$ cat src/rtl/serial_add_seq_if.sv
// Bus between the serial adder sequencer, its requester and the external 1-bit full-adder cell.
// The master side is both the requester and the full-adder cell; the slave side is the sequencer.
interface serial_add_seq_if #(
    parameter int WIDTH = 8
);
    logic             start;
    logic [WIDTH-1:0] a;
    logic [WIDTH-1:0] b;
    logic             cin;
    logic             busy;
    logic             done;
    logic [WIDTH-1:0] sum;
    logic             cout;
    logic             fa_a;
    logic             fa_b;
    logic             fa_cin;
    logic             fa_s;
    logic             fa_cout;

    modport master (
        output start, a, b, cin, fa_s, fa_cout,
        input  busy, done, sum, cout, fa_a, fa_b, fa_cin
    );

    modport slave (
        input  start, a, b, cin, fa_s, fa_cout,
        output busy, done, sum, cout, fa_a, fa_b, fa_cin
    );
endinterface

$ cat src/rtl/serial_add_seq.sv
// Bit-serial adder sequencer: feeds an external full-adder cell LSB first over WIDTH cycles,
// recirculating its carry and assembling the WIDTH-bit sum plus final carry.
module serial_add_seq #(
    parameter int WIDTH = 8
) (
    input  logic               clk,
    input  logic               rst_n,
    serial_add_seq_if.slave    bus
);
    localparam int CW = (WIDTH > 1) ? $clog2(WIDTH) : 1;
    localparam logic [CW-1:0] CNT_LAST = CW'(WIDTH - 1);

    localparam logic [1:0] S_IDLE = 2'd0;
    localparam logic [1:0] S_RUN  = 2'd1;
    localparam logic [1:0] S_DONE = 2'd2;

    logic [1:0]       state_q, state_d;
    logic [WIDTH-1:0] a_sh_q, a_sh_d;
    logic [WIDTH-1:0] b_sh_q, b_sh_d;
    // Bit 0 of the sum shifter would be shifted out unread, so it is not stored.
    logic [WIDTH-1:1] s_sh_q, s_sh_d;
    logic             carry_q, carry_d;
    logic [CW-1:0]    cnt_q, cnt_d;
    logic [WIDTH-1:0] sum_q, sum_d;
    logic             cout_q, cout_d;

    logic             run;
    logic [WIDTH-1:0] s_shifted;

    assign run       = (state_q == S_RUN);
    assign s_shifted = {bus.fa_s, s_sh_q[WIDTH-1:1]};

    always_comb begin
        state_d = state_q;
        a_sh_d  = a_sh_q;
        b_sh_d  = b_sh_q;
        s_sh_d  = s_sh_q;
        carry_d = carry_q;
        cnt_d   = cnt_q;
        sum_d   = sum_q;
        cout_d  = cout_q;
        case (state_q)
            S_IDLE: begin
                if (bus.start) begin
                    a_sh_d  = bus.a;
                    b_sh_d  = bus.b;
                    carry_d = bus.cin;
                    cnt_d   = '0;
                    state_d = S_RUN;
                end
            end
            S_RUN: begin
                s_sh_d  = s_shifted[WIDTH-1:1];
                a_sh_d  = {1'b0, a_sh_q[WIDTH-1:1]};
                b_sh_d  = {1'b0, b_sh_q[WIDTH-1:1]};
                carry_d = bus.fa_cout;
                cnt_d   = cnt_q + 1'b1;
                if (cnt_q == CNT_LAST) begin
                    sum_d   = s_shifted;
                    cout_d  = bus.fa_cout;
                    state_d = S_DONE;
                end
            end
            S_DONE:  state_d = S_IDLE;
            default: state_d = S_IDLE;
        endcase
    end

    always_ff @(posedge clk or negedge rst_n) begin
        if (!rst_n) begin
            state_q <= S_IDLE;
            a_sh_q  <= '0;
            b_sh_q  <= '0;
            s_sh_q  <= '0;
            carry_q <= 1'b0;
            cnt_q   <= '0;
            sum_q   <= '0;
            cout_q  <= 1'b0;
        end else begin
            state_q <= state_d;
            a_sh_q  <= a_sh_d;
            b_sh_q  <= b_sh_d;
            s_sh_q  <= s_sh_d;
            carry_q <= carry_d;
            cnt_q   <= cnt_d;
            sum_q   <= sum_d;
            cout_q  <= cout_d;
        end
    end

    // The cell inputs are gated so the adder sees zeros whenever no bit is being processed.
    assign bus.fa_a   = run & a_sh_q[0];
    assign bus.fa_b   = run & b_sh_q[0];
    assign bus.fa_cin = run & carry_q;
    assign bus.busy   = (state_q != S_IDLE);
    assign bus.done   = (state_q == S_DONE);
    assign bus.sum    = sum_q;
    assign bus.cout   = cout_q;
endmodule

$ cat src/flat_wrapper.sv
// flat-port wrapper written by rule: the top's interface ports become plain ports
module serial_add_seq_flat 
#(
    parameter int WIDTH = 8
)
  (clk, rst_n, bus_start, bus_a, bus_b, bus_cin, bus_fa_s, bus_fa_cout, bus_busy, bus_done, bus_sum, bus_cout, bus_fa_a, bus_fa_b, bus_fa_cin);
  serial_add_seq_if #(.WIDTH(WIDTH)) bus_i ();
  input  logic clk;
  input  logic rst_n;
  input wire logic [$bits(bus_i.start)-1:0] bus_start;
  input wire logic [$bits(bus_i.a)-1:0] bus_a;
  input wire logic [$bits(bus_i.b)-1:0] bus_b;
  input wire logic [$bits(bus_i.cin)-1:0] bus_cin;
  input wire logic [$bits(bus_i.fa_s)-1:0] bus_fa_s;
  input wire logic [$bits(bus_i.fa_cout)-1:0] bus_fa_cout;
  output wire logic [$bits(bus_i.busy)-1:0] bus_busy;
  output wire logic [$bits(bus_i.done)-1:0] bus_done;
  output wire logic [$bits(bus_i.sum)-1:0] bus_sum;
  output wire logic [$bits(bus_i.cout)-1:0] bus_cout;
  output wire logic [$bits(bus_i.fa_a)-1:0] bus_fa_a;
  output wire logic [$bits(bus_i.fa_b)-1:0] bus_fa_b;
  output wire logic [$bits(bus_i.fa_cin)-1:0] bus_fa_cin;
  assign bus_i.start = bus_start;
  assign bus_i.a = bus_a;
  assign bus_i.b = bus_b;
  assign bus_i.cin = bus_cin;
  assign bus_i.fa_s = bus_fa_s;
  assign bus_i.fa_cout = bus_fa_cout;
  assign bus_busy = bus_i.busy;
  assign bus_done = bus_i.done;
  assign bus_sum = bus_i.sum;
  assign bus_cout = bus_i.cout;
  assign bus_fa_a = bus_i.fa_a;
  assign bus_fa_b = bus_i.fa_b;
  assign bus_fa_cin = bus_i.fa_cin;
  serial_add_seq #(.WIDTH(WIDTH)) u_core (.clk(clk), .rst_n(rst_n), .bus(bus_i));
endmodule
$ cat config.mk
export PLATFORM = sky130hd
export DESIGN_NAME = serial_add_seq_flat
export DESIGN_NICKNAME = d
export VERILOG_FILES = /design/src/rtl/serial_add_seq_if.sv /design/src/rtl/serial_add_seq.sv /design/src/flat_wrapper.sv
export SDC_FILE = /design/constraint.sdc
export NUM_CORES = 1
export LEC_CHECK = 0
export ABC_AREA = 1
export CORE_MARGIN = 2
export CORE_UTILIZATION = 50
export CTS_CLUSTER_SIZE = 12
export DETAILED_ROUTE_END_ITERATION = 6
export HOLD_SLACK_MARGIN = 0.03
export PLACE_DENSITY_LB_ADDON = 0.1
export SLEW_MARGIN = 5
export SYNTH_ARGS = -nofsm -noshare
export SYNTH_HDL_FRONTEND = slang
export SYNTH_SLANG_ARGS = --single-unit
$ cat constraint.sdc
create_clock -name clk -period 1.8 [get_ports clk]
set_input_delay 0.18 -clock clk [delete_from_list [all_inputs] [get_ports clk]]
set_output_delay 0.18 -clock clk [all_outputs]
set_load 0.005 [all_outputs]
-- After elaboration in Yosys (flattened, before gate mapping)
Index checks and enable logic that the tools add are counted.
- bits of input ports: 22
- word-level logic and storage cells: 34
- register bits after elaboration: 38
- output and inout port bits: 14
- add/subtract/negate cells: 1
- bitwise operators: 3
- muxes and demuxes: 11
- reductions and logical operators: 6
- eq/ne operators: 5
- operators with widths (operator ; number):
    8-bit case mux with 2 select lines ; 2
    8-bit 2-to-1 mux ; 2
    3-bit case mux with 2 select lines ; 1
    2-bit AND reduction ; 3
    2-bit 2-to-1 mux ; 2
    2-bit inequality test, second input constant ; 2
    2-bit case mux with 2 select lines ; 1
    2-bit nonzero test ; 2
    3-bit by 1-bit adder with 3-bit output, second input constant ; 1
    1-bit AND ; 3
    3-bit equality test, second input constant ; 1
    3-bit 2-to-1 mux ; 1
    2-bit by 1-bit equality test with 1-bit output, second input constant ; 1
    2-bit equality test, second input constant ; 1
    2-bit logical NOT ; 1
    1-bit case mux with 2 select lines ; 1
    1-bit 2-to-1 mux ; 1

-- Logic depth before layout (Yosys ltp)
- word-level depth: 3
- depth in mapped cells: 7
- depth with buffers taken out: 6

-- Worst setup path before layout
OpenSTA, ideal clock, no wires.
- kind: reg2reg
- from: reg u_core.cnt_q[0]
- to: reg u_core.sum_q[1], in the netlist u_core.bus.sum[1]
- stages on the path, launching flop included: 6
- library setup time: 131 ps
- path buffers: 1
- arrival time: 1263 ps
- path slack: 406 ps
- period minus slack after synthesis: 1394 ps
- required time: 1669 ps
- path through: dfrtp_1 -> ha_1 -> ha_1 -> nand3_1 -> clkbuf_1 -> o21ai_0
- word-level cells in the longest chain between the ends: 2
- ends and longest elaborated chain (element ; line ; RTL):
    start, declared ; serial_add_seq.sv:23 ; logic [CW-1:0] cnt_q, cnt_d;
    start signal, assigned ; serial_add_seq.sv:85 ; cnt_q <= cnt_d;
    3-bit equality test ; serial_add_seq.sv:58 ; if (cnt_q == CNT_LAST) begin
    2-bit AND reduction (no line) ; n/a ;
    end signal, assigned ; serial_add_seq.sv:86 ; sum_q <= sum_d;
    end, declared ; serial_add_seq.sv:24 ; logic [WIDTH-1:0] sum_q, sum_d;
No other way between the ends.
A chain may end at the register's enable or synchronous reset.

-- Worst setup path after layout
- from: reg u_core.state_q[0]
- to: out bus_busy
- word-level cells in the longest chain between the ends: 1
- ends and longest elaborated chain (element ; line ; RTL):
    start, declared ; serial_add_seq.sv:17 ; logic [1:0] state_q, state_d;
    start signal, assigned ; serial_add_seq.sv:80 ; state_q <= state_d;
    2-bit nonzero test ; serial_add_seq.sv:95 ; assign bus.busy = (state_q != S_IDLE);
    end, declared ; flat_wrapper.sv:16 ; output wire logic [$bits(bus_i.busy)-1:0] bus_busy;
No other way between the ends.

==> impl.org <==
** Clock network
- Number of buffers created by CTS :: 5
- Clock tree from TritonCTS :: built
- H-tree Lvls :: 2
- The tree built by TritonCTS fans out to 38 sinks.
- Register clock-pin slew on the reported worst setup and hold paths :: between 0.1 and 0.15 ns
- Clock network latency to the later pin of the worst-skew pair :: about 0.35 ns
- Clock tree root driver cell :: sky130_fd_sc_hd__clkbuf_4
- Max Buffers Root-to-Sink :: 2

** Placement
- At the end of routability-driven placement, the weighted congestion stood at 0.776.
- Post-DP HPWL :: between 2 and 2.5 mm
- Prior to clock tree synthesis, the placed netlist has a worst setup slack of about 0.30 ns.
- Count of buffers inserted at the top-level ports :: 35

** Floorplan
- From left edge to right edge, the die measures roughly 62 um.
- The floorplan has 21 rows.
- Once the floorplan was initialized, standard cells occupied 51.6% of the core.
- I/O Pins :: 36
- Die height :: 62.2 um
- The total area inside the core boundary comes to 3280 um2.
- The floorplan step defined a die boundary enclosing between 3000 and 4000 um2.

** Routing
- Dividing the detail-routed via count by the number of cells gives slightly below 5.
- For this block, the initial DRC count from the detailed router was between 80 and 90.
- The count of nets left with antenna violations once routing finished came out at 0.
- In the final routed layout, each cell accounts on average for between 10 and 15 um.
- Summed over all layers, the routed wires come to around 3.4 mm.
- For this block, the via count after detailed routing is roughly 1500.
- First-pass detailed-route iteration total :: 4
- Post-route DRC violation count :: 0

** Final layout
- The net count of the finished layout is between 200 and 300.
- Count of antenna diodes in the layout :: 0
- The filler cells instantiated in the layout total about 280.
- P&R area growth vs syn :: 28.7%
- Core Util, Final :: between 60 and 70%
- Of the cells placed in the final design, the portion with a size suffix greater than 1 is between 8 and 9%.

** Global route
- Global routing finished with a remaining overflow of 0.
- GRT Util Overall :: between 20% and 30%
- First-pass GRT wire length :: around 6.3 mm
- The number of antenna violations at the first check in global routing came to 0.
- The via count of the first global-routing pass came to around 1400.
- Entering global routing, the biggest net connects 39 pins.

** Timing
- Relative max-transition margin :: ~69%
- The final critical path takes up 98.0% of the cycle.
- Max-slew violation total from the final report :: 0
- Static timing analysis puts the maximum clock frequency at ~0.57 GHz.
- Across the routed clock network, the largest skew measured is ~0.011 ns.
- RSZ-0062 raised after global routing :: yes
- Number of failing setup endpoints in the final timing report :: 0
- Final total negative setup slack :: 0 ns
- At the pin with the least slew margin, the transition time is between 0.4 and 0.5 ns.
- Final Hold Vio Count :: 0
- Period minus WS final :: around 1.8 ns
- After layout, the worst setup slack is approximately 0.036 ns.

** Critical path
- The worst setup path is launched from a register.
- Setup Crit Path Kind :: reg2out
- STA classifies the critical path endpoint as an output port.
- Data arrives at the worst endpoint at 1.58 ns.
- In this run the worst path has a maximum fanout of 7.
- Required time reported for the critical path endpoint :: roughly 1.6 ns

** Power and ir drop
- Leakage power :: 1.14 nW
- Logic gate share of total power :: between 40% and 50%
- For this design the ratio of total power to cell area is about 1500 nW/um2.
- IR analysis of the VDD net gives a maximum drop of ~0.74 mV.
- Registers are responsible for approximately 43% of the overall power.
- P_sw :: ~0.0012 W
- The share of total power dissipated in the clock network is 14.0%.
- Power comes to about 0.0033 W.
- Cell internal pwr :: approximately 0.0021 W
- In this run switching power makes up 37.1% of total power.

** Synthesis
- After synthesis, the netlist uses 11 different library cells.
- Top cells by area, synth :: sky130_fd_sc_hd__dfrtp_1, sky130_fd_sc_hd__nand2_1, sky130_fd_sc_hd__nand3_1
- During synthesis, Yosys emitted a total of 0 warnings.
- Synth Register Bits :: 38
- Of all flip-flops after synthesis, the portion carrying an async set or reset was 100%.
- Flip-flop cell with the highest count after synthesis :: sky130_fd_sc_hd__dfrtp_1
- Of the synthesized area, sequential elements account for about 56%.
- In the synthesized netlist, the number of instances is roughly 210.
- In this run the cell area of the synthesized design comes to roughly 1700 um2.
- A synthesized cell averages roughly 8 um2.
- Most frequently used cell type in the post-synthesis netlist :: sky130_fd_sc_hd__nand2_1
- Number of flops mapped to enable cells by yosys :: 0
- The number of nets in the synthesized netlist is about 240.
- Portion of synthesized cell area occupied by the leading cell type :: between 50% and 60%
- Summed over all instances, the cell type with the most area after synthesis is sky130_fd_sc_hd__dfrtp_1.
- The commonest cells after synthesis are sky130_fd_sc_hd__nand2_1, sky130_fd_sc_hd__dfrtp_1, sky130_fd_sc_hd__nand3_1, sky130_fd_sc_hd__o21ai_0, sky130_fd_sc_hd__inv_1.

** Run status
- Outcome :: complete, no violations

** Hold path
- Hold Crit Class :: in2reg

** Job
- Maximum Capacitance Violations :: 0
[metal layers]
metal | track usage, % | up-vias | routed length [um]
met3 | 7.07 | 8 | 195
met4 | 7.50 | 0 | 65
li1 | - | 737 | -
met1 | 25.4 | 673 | 1500
met5 | 0 | - | 0
met2 | 33.7 | 36 | 1590
[area by class of cell]
class                   instances  area [um2]  share of cell area, %
clock inverters                 1        5.00                  0.229
clock buffers                   7        55.1                   2.52
repair buffers                 45         423                   19.4
flip-flops and latches         38         952                   43.7
well taps                      46        57.6                   2.64
multi-input cells             150         636                   29.1
inverters                      14        52.6                   2.41
[worst max-delay path, stage by stage (launching register included)]
cell,delay [ns]
sky130_fd_sc_hd__dfrtp_2,0.47
sky130_fd_sc_hd__nor2_1,0.26
sky130_fd_sc_hd__inv_1,0.07
sky130_fd_sc_hd__clkdlybuf4s50_1,0.44
[flip-flops by register name (all words and copies together), names as in the netlist]
name and count:
u_core.a_sh_q 8, u_core.b_sh_q 8, u_core.bus.sum 8, u_core.s_sh_q 7, u_core.cnt_q 3, u_core.state_q 2, u_core.bus.cout 1, u_core.carry_q 1
[worst paths after layout]
kind / startpoint / end / slack (ns) / depth (start not counted)
min in group asynchronous: rst_n / u_core.a_sh_q[3] / 0.41 / 3
max in group asynchronous: rst_n / u_core.state_q[0] / 1.05 / 3
max: u_core.state_q[0] / bus_busy / 0.04 / 3
min reg2reg: u_core.b_sh_q[7] / u_core.b_sh_q[7] / 0.49 / 2
min: bus_b[7] / u_core.b_sh_q[7] / 0.40 / 3
max reg2reg: u_core.cnt_q[0] / u_core.bus.sum[4] / 0.38 / 6
[cells in the final DEF, fill, tap and decap left out]
| master | synthesis | routed |
|---|---|---|
| sky130_fd_sc_hd__o21ai_2 | 1 | 1 |
| sky130_fd_sc_hd__inv_1 | 14 | 14 |
| sky130_fd_sc_hd__dfrtp_1 | 38 | 37 |
| sky130_fd_sc_hd__dlygate4sd3_1 | 0 | 1 |
| sky130_fd_sc_hd__buf_4 | 3 | 9 |
| sky130_fd_sc_hd__clkdlybuf4s50_1 | 0 | 34 |
| sky130_fd_sc_hd__clkbuf_4 | 0 | 5 |
| sky130_fd_sc_hd__dfrtp_2 | 0 | 1 |
| sky130_fd_sc_hd__nand2_1 | 106 | 105 |
| sky130_fd_sc_hd__buf_2 | 6 | 1 |
| sky130_fd_sc_hd__nand3_1 | 20 | 20 |
| sky130_fd_sc_hd__nor2_1 | 5 | 4 |
| sky130_fd_sc_hd__clkinv_2 | 0 | 1 |
| sky130_fd_sc_hd__ha_1 | 2 | 2 |
| sky130_fd_sc_hd__nand2_2 | 0 | 1 |
| sky130_fd_sc_hd__o21ai_0 | 16 | 16 |
| sky130_fd_sc_hd__clkbuf_8 | 0 | 1 |
| sky130_fd_sc_hd__nor2_2 | 0 | 1 |
| sky130_fd_sc_hd__clkbuf_1 | 2 | 1 |
[logic make-up (layout without fill, tap and decap cells)]
group | count (synthesis) | count (layout) | synth area share (%)
compound gates | 17 | 17 | 5.24
fa+ha+maj | 2 | 2 | 1.48
buf+inv | 25 | 67 | 6.65
flops | 38 | 38 | 56.1
simple gates | 131 | 131 | 30.5
[timing repair]
action                                 4_1_cts  5_1_grt
buffers inserted                             1        0
resized for setup                            2        1
setup endpoints to repair                    5        5
endpoints found under the hold margin       38        0
hold buffers                                 1        0
[through the flow]
step,hold slack [ns],area (um2),instances
final,0.400,2180,301
after global routing,0.400,2180,301
after CTS,0.396,2180,301
after detailed placement,0.249,2100,291
after global placement,0.256,2100,291
after floorplan,-0.116,1690,213
[power by group through the flow]
stage,logic (W),clock network [W],registers (W)
after global placement,0.00137,0,0.00143
after CTS,0.00142,0.000475,0.00142
final,0.00140,0.000460,0.00143
after global routing,0.00166,0.000514,0.00147
after floorplan,0.000881,0,0.00140
after detailed placement,0.00140,0,0.00144
Power figures use the tool's default switching activity.
